==> config.mk <==
export PLATFORM = sky130hd
export DESIGN_NAME = mem_access_flat
export DESIGN_NICKNAME = d
export VERILOG_FILES = /design/src/rtl/mem_access_if.sv /design/src/rtl/mem_access.sv /design/src/flat_wrapper.sv
export SDC_FILE = /design/constraint.sdc
export NUM_CORES = 1
export LEC_CHECK = 0
export CORE_UTILIZATION = 40
export CTS_BUF_LIST = sky130_fd_sc_hd__clkbuf_4 sky130_fd_sc_hd__clkbuf_8 sky130_fd_sc_hd__clkbuf_16
export CTS_CLUSTER_SIZE = 16
export DETAILED_ROUTE_END_ITERATION = 7
export GPL_TIMING_DRIVEN = 1
export HOLD_SLACK_MARGIN = 0.12
export PLACE_DENSITY = 0.8
export SYNTH_ARGS = -nofsm -noshare
export SYNTH_HDL_FRONTEND = slang
export SYNTH_SLANG_ARGS = --single-unit
==> constraint.sdc <==
create_clock -name clk -period 3.4 [get_ports clk]
set_clock_uncertainty 0.2 [all_clocks]
set_input_delay 0.68 -clock clk [delete_from_list [all_inputs] [get_ports clk]]
set_output_delay 0.68 -clock clk [all_outputs]
set_load 0.01 [all_outputs]
==> src/rtl/mem_access_if.sv <==
// Byte-wide memory port between the MEM stage and data RAM.
// Read data on ram_din is valid one cycle after its address is presented.
interface mem_access_if;
  logic [31:0] ram_addr;
  logic [7:0]  ram_dout;
  logic        ram_wr;
  logic [7:0]  ram_din;

  modport master (output ram_addr, output ram_dout, output ram_wr, input ram_din);
  modport slave  (input ram_addr, input ram_dout, input ram_wr, output ram_din);
endinterface

==> src/rtl/mem_access.sv <==
// MEM pipeline stage: serialises LB/LH/LW/LBU/LHU/SB/SH/SW into byte accesses
// over a byte-wide RAM port, stalling the pipeline until the access completes.
module mem_access (
  input  logic                clk,
  input  logic                rst,
  mem_access_if.master        ram,
  input  logic [4:0]          mem_wd,
  input  logic                mem_wreg,
  input  logic [31:0]         mem_wdata,
  input  logic [31:0]         mem_mem_addr,
  input  logic [7:0]          mem_aluop,
  output logic                stallreq,
  output logic [4:0]          wb_wd,
  output logic                wb_wreg,
  output logic [31:0]         wb_wdata
);

  localparam logic [7:0] ME_LB_OP  = 8'b1110_0000;
  localparam logic [7:0] ME_LH_OP  = 8'b1110_0001;
  localparam logic [7:0] ME_LW_OP  = 8'b1110_0011;
  localparam logic [7:0] ME_LBU_OP = 8'b1110_0100;
  localparam logic [7:0] ME_LHU_OP = 8'b1110_0101;
  localparam logic [7:0] ME_SB_OP  = 8'b1110_1000;
  localparam logic [7:0] ME_SH_OP  = 8'b1110_1001;
  localparam logic [7:0] ME_SW_OP  = 8'b1110_1011;

  typedef enum logic [1:0] {IDLE, BUSY, DONE} state_t;

  state_t      state, state_next;
  logic [1:0]  cnt, cnt_next;
  logic [31:0] buffer, buffer_next;

  logic        is_load, is_store;
  logic [1:0]  len_code;   // access length modulo 4 (LW/SW -> 0)
  logic        last;

  always_comb begin
    is_load  = 1'b0;
    is_store = 1'b0;
    len_code = 2'd1;
    case (mem_aluop)
      ME_LB_OP, ME_LBU_OP: begin is_load  = 1'b1; len_code = 2'd1; end
      ME_LH_OP, ME_LHU_OP: begin is_load  = 1'b1; len_code = 2'd2; end
      ME_LW_OP:            begin is_load  = 1'b1; len_code = 2'd0; end
      ME_SB_OP:            begin is_store = 1'b1; len_code = 2'd1; end
      ME_SH_OP:            begin is_store = 1'b1; len_code = 2'd2; end
      ME_SW_OP:            begin is_store = 1'b1; len_code = 2'd0; end
      default:             ;
    endcase
  end

  // NOTE: sequential state uses non-blocking assignments only, so every
  // register samples the pre-edge values computed by the combinational block.
  always_ff @(posedge clk) begin
    if (!rst) begin
      state  <= IDLE;
      cnt    <= 2'd0;
      buffer <= 32'd0;
    end else begin
      state  <= state_next;
      cnt    <= cnt_next;
      buffer <= buffer_next;
    end
  end

  // NOTE: every output and next-state variable gets a default first, so no
  // path through the case statement can infer a latch.
  always_comb begin
    state_next   = state;
    cnt_next     = cnt;
    buffer_next  = buffer;
    ram.ram_addr = 32'd0;
    ram.ram_dout = 8'd0;
    ram.ram_wr   = 1'b0;
    stallreq     = 1'b0;
    wb_wd        = 5'd0;
    wb_wreg      = 1'b0;
    wb_wdata     = 32'd0;
    last         = (cnt == len_code);

    case (state)
      IDLE: begin
        if (is_load || is_store) begin
          stallreq     = 1'b1;
          ram.ram_addr = mem_mem_addr;
          buffer_next  = 32'd0;
          cnt_next     = 2'd1;
          if (is_store) begin
            ram.ram_wr   = 1'b1;
            ram.ram_dout = mem_wdata[7:0];
          end
          // A single-byte store finishes in its issue cycle.
          state_next = (is_store && len_code == 2'd1) ? DONE : BUSY;
        end else begin
          wb_wd    = mem_wd;
          wb_wreg  = mem_wreg;
          wb_wdata = mem_wdata;
        end
      end

      BUSY: begin
        stallreq = 1'b1;
        cnt_next = cnt + 2'd1;
        if (is_load) begin
          // Byte returned this cycle belongs to the address issued last cycle.
          buffer_next[{2'(cnt - 2'd1), 3'b000} +: 8] = ram.ram_din;
          if (last) begin
            state_next = DONE;
          end else begin
            ram.ram_addr = mem_mem_addr + {30'd0, cnt};
          end
        end else if (is_store) begin
          ram.ram_addr = mem_mem_addr + {30'd0, cnt};
          ram.ram_wr   = 1'b1;
          ram.ram_dout = mem_wdata[{cnt, 3'b000} +: 8];
          if (cnt == 2'(len_code - 2'd1)) state_next = DONE;
        end else begin
          stallreq   = 1'b0;
          state_next = IDLE;
          cnt_next   = 2'd0;
        end
      end

      DONE: begin
        state_next = IDLE;
        cnt_next   = 2'd0;
        wb_wd      = mem_wd;
        wb_wreg    = is_store ? 1'b0 : mem_wreg;
        case (mem_aluop)
          ME_LB_OP:  wb_wdata = {{24{buffer[7]}}, buffer[7:0]};
          ME_LBU_OP: wb_wdata = {24'd0, buffer[7:0]};
          ME_LH_OP:  wb_wdata = {{16{buffer[15]}}, buffer[15:0]};
          ME_LHU_OP: wb_wdata = {16'd0, buffer[15:0]};
          ME_LW_OP:  wb_wdata = buffer;
          default:   wb_wdata = 32'd0;
        endcase
      end

      default: begin
        state_next = IDLE;
        cnt_next   = 2'd0;
      end
    endcase

    // Reset silences every output in the same cycle, aborting any access.
    if (!rst) begin
      ram.ram_addr = 32'd0;
      ram.ram_dout = 8'd0;
      ram.ram_wr   = 1'b0;
      stallreq     = 1'b0;
      wb_wd        = 5'd0;
      wb_wreg      = 1'b0;
      wb_wdata     = 32'd0;
    end
  end

endmodule

==> src/flat_wrapper.sv <==
// flat-port wrapper written by rule: the top's interface ports become plain ports
module mem_access_flat 
  (clk, rst, mem_wd, mem_wreg, mem_wdata, mem_mem_addr, mem_aluop, stallreq, wb_wd, wb_wreg, wb_wdata, ram_ram_addr, ram_ram_dout, ram_ram_wr, ram_ram_din);
  mem_access_if ram_i ();
  input  logic clk;
  input  logic rst;
  input  logic [4:0] mem_wd;
  input  logic mem_wreg;
  input  logic [31:0] mem_wdata;
  input  logic [31:0] mem_mem_addr;
  input  logic [7:0] mem_aluop;
  output logic stallreq;
  output logic [4:0] wb_wd;
  output logic wb_wreg;
  output logic [31:0] wb_wdata;
  output wire logic [$bits(ram_i.ram_addr)-1:0] ram_ram_addr;
  output wire logic [$bits(ram_i.ram_dout)-1:0] ram_ram_dout;
  output wire logic [$bits(ram_i.ram_wr)-1:0] ram_ram_wr;
  input wire logic [$bits(ram_i.ram_din)-1:0] ram_ram_din;
  assign ram_ram_addr = ram_i.ram_addr;
  assign ram_ram_dout = ram_i.ram_dout;
  assign ram_ram_wr = ram_i.ram_wr;
  assign ram_i.ram_din = ram_ram_din;
  mem_access u_core (.clk(clk), .rst(rst), .ram(ram_i), .mem_wd(mem_wd), .mem_wreg(mem_wreg), .mem_wdata(mem_wdata), .mem_mem_addr(mem_mem_addr), .mem_aluop(mem_aluop), .stallreq(stallreq), .wb_wd(wb_wd), .wb_wreg(wb_wreg), .wb_wdata(wb_wdata));
endmodule
==> key figures, run 1 <==
Worst setup path
  – Crit path launch type: primary input
  – Crit path kind: in -> out
  – Element type at the critical path end: primary output
  – Maximum fanout along the worst path: 4
  – Required arrival time at the worst endpoint: 2520 ps
  – Crit path arrival time: 2480 ps

Placed design
  – Half-perimeter wire length after placement: 12.7 mm
  – Routability Congestion: 0.929
  – I/O Buffers: 167
  – Placed Cells: 894

Synth
  – Number of warnings printed during yosys synthesis: 0
  – Asr flop ratio synth: 0%
  – Largest cells by area after synthesis: dfxtp_1 (18%), nand3_1 (6.4%), a31oi_1 (5.2%), mux2i_1 (4.4%), mux4_2 (4.4%)
  – Cells after synthesis: 544
  – Share of the synthesized area in the top cell type: 17.7%
  – Summed instance area of the synthesized netlist: 0.00407 sq mm
  – Synthesized netlist net count: 639
  – Sequential fraction of the synthesis area: 17.7%
  – Flip-flop and latch count after synthesis: 36
  – Number of distinct standard cells referenced by the synthesized netlist: 60
  – Most used flip-flop cell after synthesis: dfxtp_1
  – Number of flops mapped to enable cells by yosys: 0
  – Cell types with the highest counts after synthesis: nand3_1 (52), nand2_1 (45), dfxtp_1 (36), nor2_1 (36), a31oi_1 (34)
  – Cell taking the most area after synthesis: dfxtp_1
  – Mean cell area of the mapped netlist: 7.48 sq um
  – Cell with the most instances after synthesis: nand3_1

Hold path
  – Hold Path Class: reg -> reg

Clock tree
  – TritonCTS Sinks: 36
  – Library cell used as clock root buffer: clkbuf_8
  – Depth of the CTS H-tree: 2
  – Clock-pin slew on the worst setup and hold paths: 70 ps
  – TritonCTS clock tree: done
  – Max clock buf depth: 2
  – Clock buffers created by TritonCTS: 5
  – Clock Latency Late Sink: 280 ps

Timing
  – Final number of setup-violating endpoints: 0
  – Setup repair after global routing missed its margin: yes
  – Peak Freq: 298 MHz
  – Part of the cycle the worst path needs: 98.7%
  – Slew at the pin closest to its max-slew limit: 761 ps
  – Final hold violation count: 0
  – Worst rel slew slack: 49.3%
  – Final max-slew violation count: 0
  – Min Tclk post-route: 3360 ps

Floorplanning
  – Row Count: 36
  – Effective utilization at floorplan: 41.5%
  – DIE HEIGHT: 103 um
  – Area enclosed by the die boundary: 0.0106 sq mm
  – Number of I/O pins: 168
  – Floorplan Core Area: 0.00982 sq mm
  – Horizontal die dimension: 103 um

GRT
  – Initial antenna violation count: 0
  – Remaining global-route overflow: 0
  – Maximum number of pins on one net before global-route repair: 33
  – Global-route wire length before repair: 25.1 mm
  – Combined global-route utilization of all metal layers: 30.3%
  – Vias in the first global route: 5071

Route
  – Routed length on met3: 1.40 mm
  – Pre-antenna DRT Iters: 7
  – Topmost layer with routed signal wires: met4
  – Final WL: 16.9 mm
  – Violation count after the first detailed-route iteration: 431
  – Post-route DRC: 0
  – WL/cell: 18.3 um
  – Antenna violation net count after detailed routing: 0
  – Routed length on met1: 7.01 mm
  – Routed length on met2: 8.13 mm
  – DR vias/cell: 6.04
  – Overall via count from detail_route: 5566

Layout
  – Number of nets in the layout: 883
  – Share of cells above drive strength 1: 31.8%
  – Number of non-filler instances in the completed layout: 922
  – Post-layout util: 68.5%
  – Area grow syn2layout: 65.2%
  – Fillcell total: 805
  – Ant diodes: 0

Power and ir drop
  – Ratio of total power to cell area: 185 mW/mm^2
  – Pleak: 2.97 nW
  – Peak supply drop: 0.155 mV

Status
  – Run status: complete, no violations

Run
  – Max Cap Violations: 0
[sequential cells by signal (all words and copies together), names as in the netlist]
name / count
u_core.buffer: 32
u_core.cnt: 2
u_core.state: 2
[worst max-delay path, cell delays in order]
cell and delay [ps]:
clkdlybuf4s50_1 500, nand2_2 90, or3_4 430, nor2_4 120
a41oi_2 150, a311oi_2 320, buf_2 190
[cell usage in the layout (no fill, tap or decap), types with 4 or more instances in the layout]
cell type / instances
a22o_1: 8
o211ai_1: 6
mux2i_1: 18
and2_1: 25
nor3_1: 4
mux4_2: 8
ha_1: 4
clkbuf_2: 24
nand3b_1: 4
o31ai_1: 22
a31oi_1: 34
a21oi_1: 19
o21ai_0: 4
dfxtp_1: 35
buf_6: 4
clkbuf_8: 5
dlygate4sd2_1: 17
clkdlybuf4s15_1: 7
buf_12: 6
nand2_1: 44
a21o_1: 9
clkdlybuf4s50_1: 76
nand4_1: 17
a41oi_1: 8
o21ai_1: 19
buf_4: 111
and4_1: 4
nor2_1: 34
inv_1: 14
buf_2: 32
dlymetal6s2s_1: 10
and3_1: 11
a22oi_1: 16
nand3_1: 49
[worst paths after layout]
kind / depth (start not counted) / endpoint / slack [ps] / from
worst max-delay path: 7 / ram_ram_addr[22] / 40 / mem_mem_addr[6]
worst min-delay path: 2 / u_core.buffer[28] / 270 / u_core.buffer[28]
worst max register to register: 7 / u_core.buffer[16] / 830 / u_core.cnt[0]
worst min register to register: 2 / u_core.buffer[28] / 270 / u_core.buffer[28]
[power by group]
group | internal, W | leakage (nW) | switching (W)
clock | 0.000225 | 0.0586 | 0.000143
sequential | 0.000422 | 0.290 | 0.00000105
combinational | 0.000232 | 2.63 | 0.000222
[metal layers]
metal / vias to the layer above / global-route usage [%]
li1: 2599 / -
met1: 2655 / 41.3
met2: 273 / 51.3
met3: 39 / 3.19
met4: 0 / 7.58
met5: - / 0
[timing repair]
item	4_1_cts	5_1_grt
setup buffers	17	3
hold buffers	0	0
gates resized for setup	220	84
gates cloned	0	0
setup endpoints to repair	80	59
pin swaps	19	10
[area by class of cell]
| cell class | instances | area, sq um | area share (%) |
|---|---|---|---|
| clock buffer | 6 | 76.3 | 1.13 |
| tap | 133 | 166 | 2.47 |
| inverter | 15 | 56.3 | 0.837 |
| timing repair buffer | 291 | 2440 | 36.3 |
| multi-input combinational | 439 | 3230 | 48.0 |
| clock inverter | 2 | 35.0 | 0.521 |
| sequential | 36 | 722 | 10.7 |
[cells by family (layout without fill, tap and decap cells)]
group | after synthesis | count (layout) | synth area share (%)
simple gates | 230 | 230 | 31.5
compound gates | 176 | 176 | 30.7
buf+inv | 69 | 314 | 8.85
flops | 36 | 36 | 17.7
mux | 26 | 26 | 8.85
fa+ha+maj | 7 | 7 | 2.34
[per-stage QoR]
| stage | setup TNS [ps] | power [W] | hold WS, ps | cell area (sq um) | setup WS, ps |
|---|---|---|---|---|---|
| floorplan | 0 | 0.000603 | 237 | 4070 | 284 |
| global placement | -42500 | 0.000884 | 248 | 6450 | -771 |
| detailed placement | -43620 | 0.000894 | 257 | 6450 | -849 |
| CTS | 0 | 0.00124 | 273 | 6760 | 3.36 |
| global route | -18.2 | 0.00130 | 284 | 6730 | -9.89 |
| finish | 0 | 0.00125 | 273 | 6730 | 44.5 |
Power figures use the tool's default switching activity.
==> inputs of run 2 (changes only) <==
--- a/config.mk
+++ b/config.mk
@@ -5,6 +5,8 @@
 export SDC_FILE = /design/constraint.sdc
 export NUM_CORES = 1
 export LEC_CHECK = 0
+export ABC_CLOCK_PERIOD_IN_PS = 3400
+export CORE_MARGIN = 2
 export CORE_UTILIZATION = 40
 export CTS_BUF_LIST = sky130_fd_sc_hd__clkbuf_4 sky130_fd_sc_hd__clkbuf_8 sky130_fd_sc_hd__clkbuf_16
 export CTS_CLUSTER_SIZE = 16
@@ -12,6 +14,7 @@
 export GPL_TIMING_DRIVEN = 1
 export HOLD_SLACK_MARGIN = 0.12
 export PLACE_DENSITY = 0.8
+export REMOVE_ABC_BUFFERS = 1
 export SYNTH_ARGS = -nofsm -noshare
 export SYNTH_HDL_FRONTEND = slang
 export SYNTH_SLANG_ARGS = --single-unit
==> key figures, run 2 (same netlist as run 1, synthesis figures left out) <==
Placed design
  – Routability Congestion: 0.934 (+0.50%)
  – I/O Buffers: 167 (unchanged)
  – Placed cell areas: 0.00647 sq mm (+0.33%)
  – Setup WS pre-CTS: -796 ps (+53.6 ps)
  – Half-perimeter wire length after placement: 12.5 mm (-1.4%)

Layout
  – Number of nets in the layout: 884 (+0.11%)
  – Area grow syn2layout: 68.4%
  – Ant diodes: 0 (unchanged)
  – Most frequent cells in the layout: buf_4 (107), clkdlybuf4s50_1 (75), nand3_1 (49)
  – Flip-flop count of the largest register after layout: 32 (unchanged)
  – Largest register by flop count: u_core.buffer
  – Share of cells above drive strength 1: 32.0% (+0.21 points)
  – Total non-filler cell area in the finished layout: 0.00686 sq mm (+1.9%)
  – Most common library cell in the layout ignoring fill and taps: buf_4
  – Largest registers ranked by flip-flop count: u_core.buffer: 32 flops, u_core.cnt: 2 flops, u_core.state: 2 flops
  – Fillcell total: 743 (-7.7%)

Power and ir drop
  – Switching power summed over all nets: 0.000397 W (+8.5%)
  – Sequential group share of total power: 33.2% (-0.8 points)
  – Switching part of the total: 31.2% (+1.8 points)
  – Peak supply drop: 0.152 mV (-1.8%)
  – Ratio of total power to cell area: 186 mW/mm^2 (+0.34%)
  – Pleak: 2.94 nW (-1.2%)
  – Clock network fraction of design power: 30.5% (+0.9 points)
  – Logic gate share of total power: 36.3% (about the same)
  – Internal Pwr Total: 0.000877 W (-0.30%)

Worst setup path
  – Stage delay of the slowest cell on the critical path: 280 ps (-220 ps)
  – Crit path kind: in -> out
  – Slack of the worst reg-to-reg path: 780 ps (-50 ps)
  – Crit path launch type: primary input
  – Required arrival time at the worst endpoint: 2520 ps (about the same)
  – Maximum fanout along the worst path: 7 (+3)
  – Crit path arrival time: 2460 ps (-20 ps)
  – Critical path, cell by cell: clkdlybuf4s15_2, and3b_2, a211oi_2, o2111a_2, buf_12, buf_4, a31oi_1, mux2i_1, clkdlybuf4s15_2
  – Cell type of the slowest stage on the worst timing path: o2111a_2
  – CP most frequent cell: clkdlybuf4s15_2
  – Element type at the critical path end: primary output

Floorplanning
  – Effective utilization at floorplan: 41.5% (unchanged)
  – DIE HEIGHT: 105 um (+1.9%)
  – Number of I/O pins: 168 (unchanged)
  – Floorplan Core Area: 0.00982 sq mm (unchanged)
  – Area enclosed by the die boundary: 0.0110 sq mm (+3.9%)
  – Row Count: 36 (unchanged)
  – Horizontal die dimension: 105 um (+1.9%)

Timing
  – Final hold violation count: 0 (unchanged)
  – Peak Freq: 299 MHz (+0.35%)
  – Final number of setup-violating endpoints: 0 (unchanged)
  – Slew at the pin closest to its max-slew limit: 776 ps (+15.0 ps)
  – Part of the cycle the worst path needs: 98.3% (-0.34 points)
  – Worst rel slew slack: 48.3% (-1.0 points)
  – Final max-slew violation count: 0 (unchanged)
  – Setup repair after global routing missed its margin: yes
  – Min Tclk post-route: 3340 ps (-11.6 ps)
  – Final-layout setup total negative slack: 0 ps (unchanged)
  – Worst setup margin: 56.1 ps (+11.6 ps)

Clock tree
  – Depth of the CTS H-tree: 2 (unchanged)
  – TritonCTS clock tree: done
  – Clock buffers created by TritonCTS: 5 (unchanged)
  – Hold bufs inserted after CTS: 0 (unchanged)
  – Clock-pin slew on the worst setup and hold paths: 70 ps (about the same)
  – Library cell used as clock root buffer: clkbuf_8
  – Clock Latency Late Sink: 300 ps (+20 ps)
  – Max clock buf depth: 2 (unchanged)
  – TritonCTS Sinks: 36 (unchanged)

Route
  – Violation count after the first detailed-route iteration: 485 (+13%)
  – Overall via count from detail_route: 5758 (+3.4%)
  – WL/cell: 19.2 um (+4.6%)
  – Post-route DRC: 0 (unchanged)
  – DR vias/cell: 6.24 (+3.3%)
  – Antenna violation net count after detailed routing: 0 (unchanged)
  – Final WL: 17.7 mm (+4.7%)
  – Pre-antenna DRT Iters: 5 (-2)

Run
  – Max Cap Violations: 0 (unchanged)

Status
  – Run status: complete, no violations

GRT
  – Remaining global-route overflow: 0 (unchanged)
  – Vias in the first global route: 5526 (+9.0%)
  – Maximum number of pins on one net before global-route repair: 41 (+24%)
  – Initial antenna violation count: 0 (unchanged)
  – Global-route wire length before repair: 28.0 mm (+11%)
  – Combined global-route utilization of all metal layers: 30.7% (+0.34 points)

Hold path
  – Hold Path Class: reg -> reg
-- run 2: changes by cell type in the layout (fill, tap and decap cells not counted), sizes merged --
| cell | before | now |
|---|---|---|
| clkinvlp | 0 | 1 |
| clkdlybuf4s15 | 8 | 18 |
| buf | 156 | 168 |
| dlygate4sd2 | 17 | 20 |
| dlymetal6s2s | 10 | 6 |
| clkbuf | 30 | 10 |
| clkdlybuf4s50 | 76 | 75 |
-- run 2: metrics by stage --
stage	cells	utilization [%]	power, W	hold slack [ps]
after floorplan	490	-	0.000578	237
after global placement	892	65.9	0.000881	248
after detailed placement	892	65.9	0.000894	259
after CTS	920	69.4	0.00125	272
after global routing	923	69.8	0.00132	280
final	923	69.8	0.00127	269
-- run 2: final timing paths --
path / from / endpoint / depth (start not counted)
worst max-delay path: mem_aluop[1] / ram_ram_addr[15] / 9
worst min-delay path: u_core.buffer[16] / u_core.buffer[16] / 2
worst max register to register: u_core.cnt[1] / u_core.buffer[26] / 8
worst min register to register: u_core.buffer[16] / u_core.buffer[16] / 2
-- run 2: worst max-delay path: cells and delay by family --
family                 cells  cell delay, ps
and+or+nand+nor            1             240
AOI/OAI and AO/OA          3             570
muxes                      1             190
buffers and inverters      4             780
-- run 2: layout make-up --
class | count | area, sq um | share of cell area [%]
flip-flops and latches | 36 | 721 | 10.5
repair buffers | 292 | 2570 | 37.5
inverters | 15 | 56.3 | 0.821
clock buffers | 5 | 68.8 | 1.00
multi-input cells | 439 | 3230 | 47.1
well taps | 133 | 166 | 2.43
clock inverters | 3 | 42.5 | 0.621
-- run 2: power groups by stage --
stage / clock, W / sequential [W] / combinational [W]
final: 0.000388 / 0.000423 / 0.000463
after CTS: 0.000385 / 0.000423 / 0.000445
after floorplan: 0 / 0.000435 / 0.000143
after global placement: 0 / 0.000433 / 0.000448
after detailed placement: 0 / 0.000433 / 0.000461
after global routing: 0.000404 / 0.000423 / 0.000489
-- run 2: timing repair --
action | 4_1_cts | 5_1_grt
setup endpoints to repair | 80 | 67
gates cloned | 4 | 1
pin swaps | 20 | 20
gates resized for setup | 285 | 37
buffers inserted | 16 | 3
-- run 2: metal layers --
layer	share of wire [%]	vias to the layer above	GRT usage [%]
li1	-	2594	-
met1	38	2727	38.0
met5	0	-	0
met3	8.3	71	4.74
met4	3.9	0	13.1
met2	49	366	52.6
==> inputs of run 3 (changes only) <==
--- a/config.mk
+++ b/config.mk
@@ -6,14 +6,16 @@
 export NUM_CORES = 1
 export LEC_CHECK = 0
 export ABC_CLOCK_PERIOD_IN_PS = 3400
+export CELL_PAD_IN_SITES_DETAIL_PLACEMENT = 0
+export CELL_PAD_IN_SITES_GLOBAL_PLACEMENT = 1
 export CORE_MARGIN = 2
-export CORE_UTILIZATION = 40
+export CORE_UTILIZATION = 31
 export CTS_BUF_LIST = sky130_fd_sc_hd__clkbuf_4 sky130_fd_sc_hd__clkbuf_8 sky130_fd_sc_hd__clkbuf_16
 export CTS_CLUSTER_SIZE = 16
 export DETAILED_ROUTE_END_ITERATION = 7
 export GPL_TIMING_DRIVEN = 1
 export HOLD_SLACK_MARGIN = 0.12
-export PLACE_DENSITY = 0.8
+export PLACE_DENSITY = 0.88
 export REMOVE_ABC_BUFFERS = 1
 export SYNTH_ARGS = -nofsm -noshare
 export SYNTH_HDL_FRONTEND = slang
==> key figures, run 3 (same netlist as run 1, synthesis figures left out) <==
Layout
  – Fillcell total: 1235 (+66%)
  – Flip-flop count of the largest register after layout: 32 (unchanged)
  – Total non-filler cell area in the finished layout: 0.00703 sq mm (+2.5%)
  – Largest register by flop count: u_core.buffer
  – Share of cells above drive strength 1: 32.4% (+0.39 points)
  – Most common library cell in the layout ignoring fill and taps: buf_4
  – Area grow syn2layout: 72.7%
  – Number of nets in the layout: 890 (+0.68%)
  – Ant diodes: 0 (unchanged)
  – Largest registers ranked by flip-flop count: u_core.buffer: 32 flops, u_core.cnt: 2 flops, u_core.state: 2 flops
  – Most frequent cells in the layout: buf_4 (110), clkdlybuf4s50_1 (72), nand3_1 (50)

Timing
  – Worst hold slack: 265 ps (-4.66 ps)
  – Part of the cycle the worst path needs: 98.9% (+0.59 points)
  – Worst rel slew slack: 46.2% (-2.1 points)
  – Final number of setup-violating endpoints: 0 (unchanged)
  – Final max-slew violation count: 0 (unchanged)
  – Slew at the pin closest to its max-slew limit: 808 ps (+31.6 ps)
  – Final hold violation count: 0 (unchanged)
  – Min Tclk post-route: 3360 ps (+20.1 ps)
  – Setup repair after global routing missed its margin: yes
  – Worst setup margin: 36.0 ps (-20.1 ps)
  – Peak Freq: 297 MHz (-0.60%)

GRT
  – Global-route wire length before repair: 28.2 mm (+0.76%)
  – Vias in the first global route: 5455 (-1.3%)
  – Maximum number of pins on one net before global-route repair: 33 (-20%)
  – Combined global-route utilization of all metal layers: 24.2% (-6.5 points)
  – Initial antenna violation count: 0 (unchanged)
  – Remaining global-route overflow: 0 (unchanged)

Worst setup path
  – Element type at the critical path end: primary output
  – Maximum fanout along the worst path: 12 (+5)
  – Crit path launch type: primary input
  – Crit path arrival time: 2480 ps (+20 ps)
  – Crit path kind: in -> out
  – Required arrival time at the worst endpoint: 2520 ps (about the same)

Route
  – WL/cell: 18.2 um (-5.0%)
  – Antenna violation net count after detailed routing: 0 (unchanged)
  – DR vias/cell: 5.67 (-9.1%)
  – Pre-antenna DRT Iters: 5 (unchanged)
  – Final WL: 17.6 mm (-0.34%)
  – Violation count after the first detailed-route iteration: 460 (-5.2%)
  – Post-route DRC: 0 (unchanged)
  – Overall via count from detail_route: 5487 (-4.7%)

Run
  – Max Cap Violations: 0 (unchanged)

Clock tree
  – Clock buffers created by TritonCTS: 5 (unchanged)
  – Clock-pin slew on the worst setup and hold paths: 50 ps (-20 ps)
  – TritonCTS clock tree: done
  – Max clock buf depth: 2 (unchanged)
  – Depth of the CTS H-tree: 2 (unchanged)
  – Library cell used as clock root buffer: clkbuf_16
  – Hold bufs inserted after CTS: 0 (unchanged)
  – TritonCTS Sinks: 36 (unchanged)
  – Clock Latency Late Sink: 280 ps (-20 ps)

Power and ir drop
  – Peak supply drop: 0.189 mV (+24%)
  – Pleak: 3.00 nW (+2.2%)
  – Ratio of total power to cell area: 200 mW/mm^2 (+7.3%)

Floorplanning
  – Horizontal die dimension: 119 um (+13%)
  – Row Count: 41 (+14%)
  – Effective utilization at floorplan: 32.0% (-9.5 points)
  – Floorplan Core Area: 0.0127 sq mm (+30%)
  – DIE HEIGHT: 119 um (+13%)
  – Area enclosed by the die boundary: 0.0141 sq mm (+28%)
  – Number of I/O pins: 168 (unchanged)

Placed design
  – Routability Congestion: 0.895 (-4.1%)
  – Half-perimeter wire length after placement: 13.2 mm (+5.6%)
  – I/O Buffers: 167 (unchanged)
  – Placed cell areas: 0.00652 sq mm (+0.85%)
  – Setup WS pre-CTS: -841 ps (-45.8 ps)

Status
  – Run status: complete, no violations

Hold path
  – Hold Path Class: reg -> reg
run 3: cell count changes in the layout (fill, tap and decap cells not counted), sizes merged:
cell           previous run  this run
dlymetal6s2s              6         5
buf                     168       174
clkdlybuf4s50            75        72
bufbuf                    0         1
clkbuf                   10         7
dlygate4sd2              20        26
run 3: layer usage:
layer	track usage, %	wire length (um)
met5	0	0
met1	31.9	7570
met4	4.46	206
met2	42.3	8850
met3	3.47	1000
run 3: what timing repair did:
| action | in CTS | in global routing |
|---|---|---|
| gates resized for setup | 297 | 28 |
| hold endpoints to repair | 0 | 0 |
| pin swaps | 21 | 10 |
| setup buffers | 19 | 2 |
| cloned | 4 | 0 |
| setup endpoints to repair | 80 | 34 |
run 3: power breakdown:
part | internal, W | switching (W) | total, W
clock network | 0.000344 | 0.000180 | 0.000525
registers | 0.000423 | 0.00000134 | 0.000424
logic | 0.000237 | 0.000217 | 0.000454
run 3: layout make-up:
type	instances	area, sq um	area share (%)
well taps	172	215	3.06
clock inverters	3	42.5	0.605
inverters	15	56.3	0.801
flip-flops and latches	36	722	10.3
clock buffers	5	125	1.78
repair buffers	298	2640	37.5
multi-input cells	439	3230	46.0
run 3: worst max-delay path, stage by stage:
cell             delay [ps]
clkdlybuf4s15_1         180
and3b_2                 220
a211oi_2                180
o2111a_2                360
buf_12                  150
buf_12                  120
nand3b_1                 80
a31oi_1                 240
clkdlybuf4s15_2         260
run 3: stage by stage:
stage               std cells  setup TNS, ps  power [W]  utilization (%)
floorplan                 490         -37280   0.000578                -
global placement          935         -39370   0.000888             51.3
detailed placement        935         -40650   0.000895             51.3
CTS                       966           -105    0.00140             54.7
global route              968          -38.6    0.00145             55.3
finish                    968              0    0.00140             55.3
run 3: worst paths after layout:
kind                                         from  depth (start not counted)                end  slack [ps]
worst max-delay path                 mem_aluop[2]                          9   ram_ram_addr[13]          40
worst min-delay path            u_core.buffer[26]                          2  u_core.buffer[26]         260
worst max register to register      u_core.cnt[0]                          7  u_core.buffer[22]         750
worst min register to register  u_core.buffer[26]                          2  u_core.buffer[26]         260
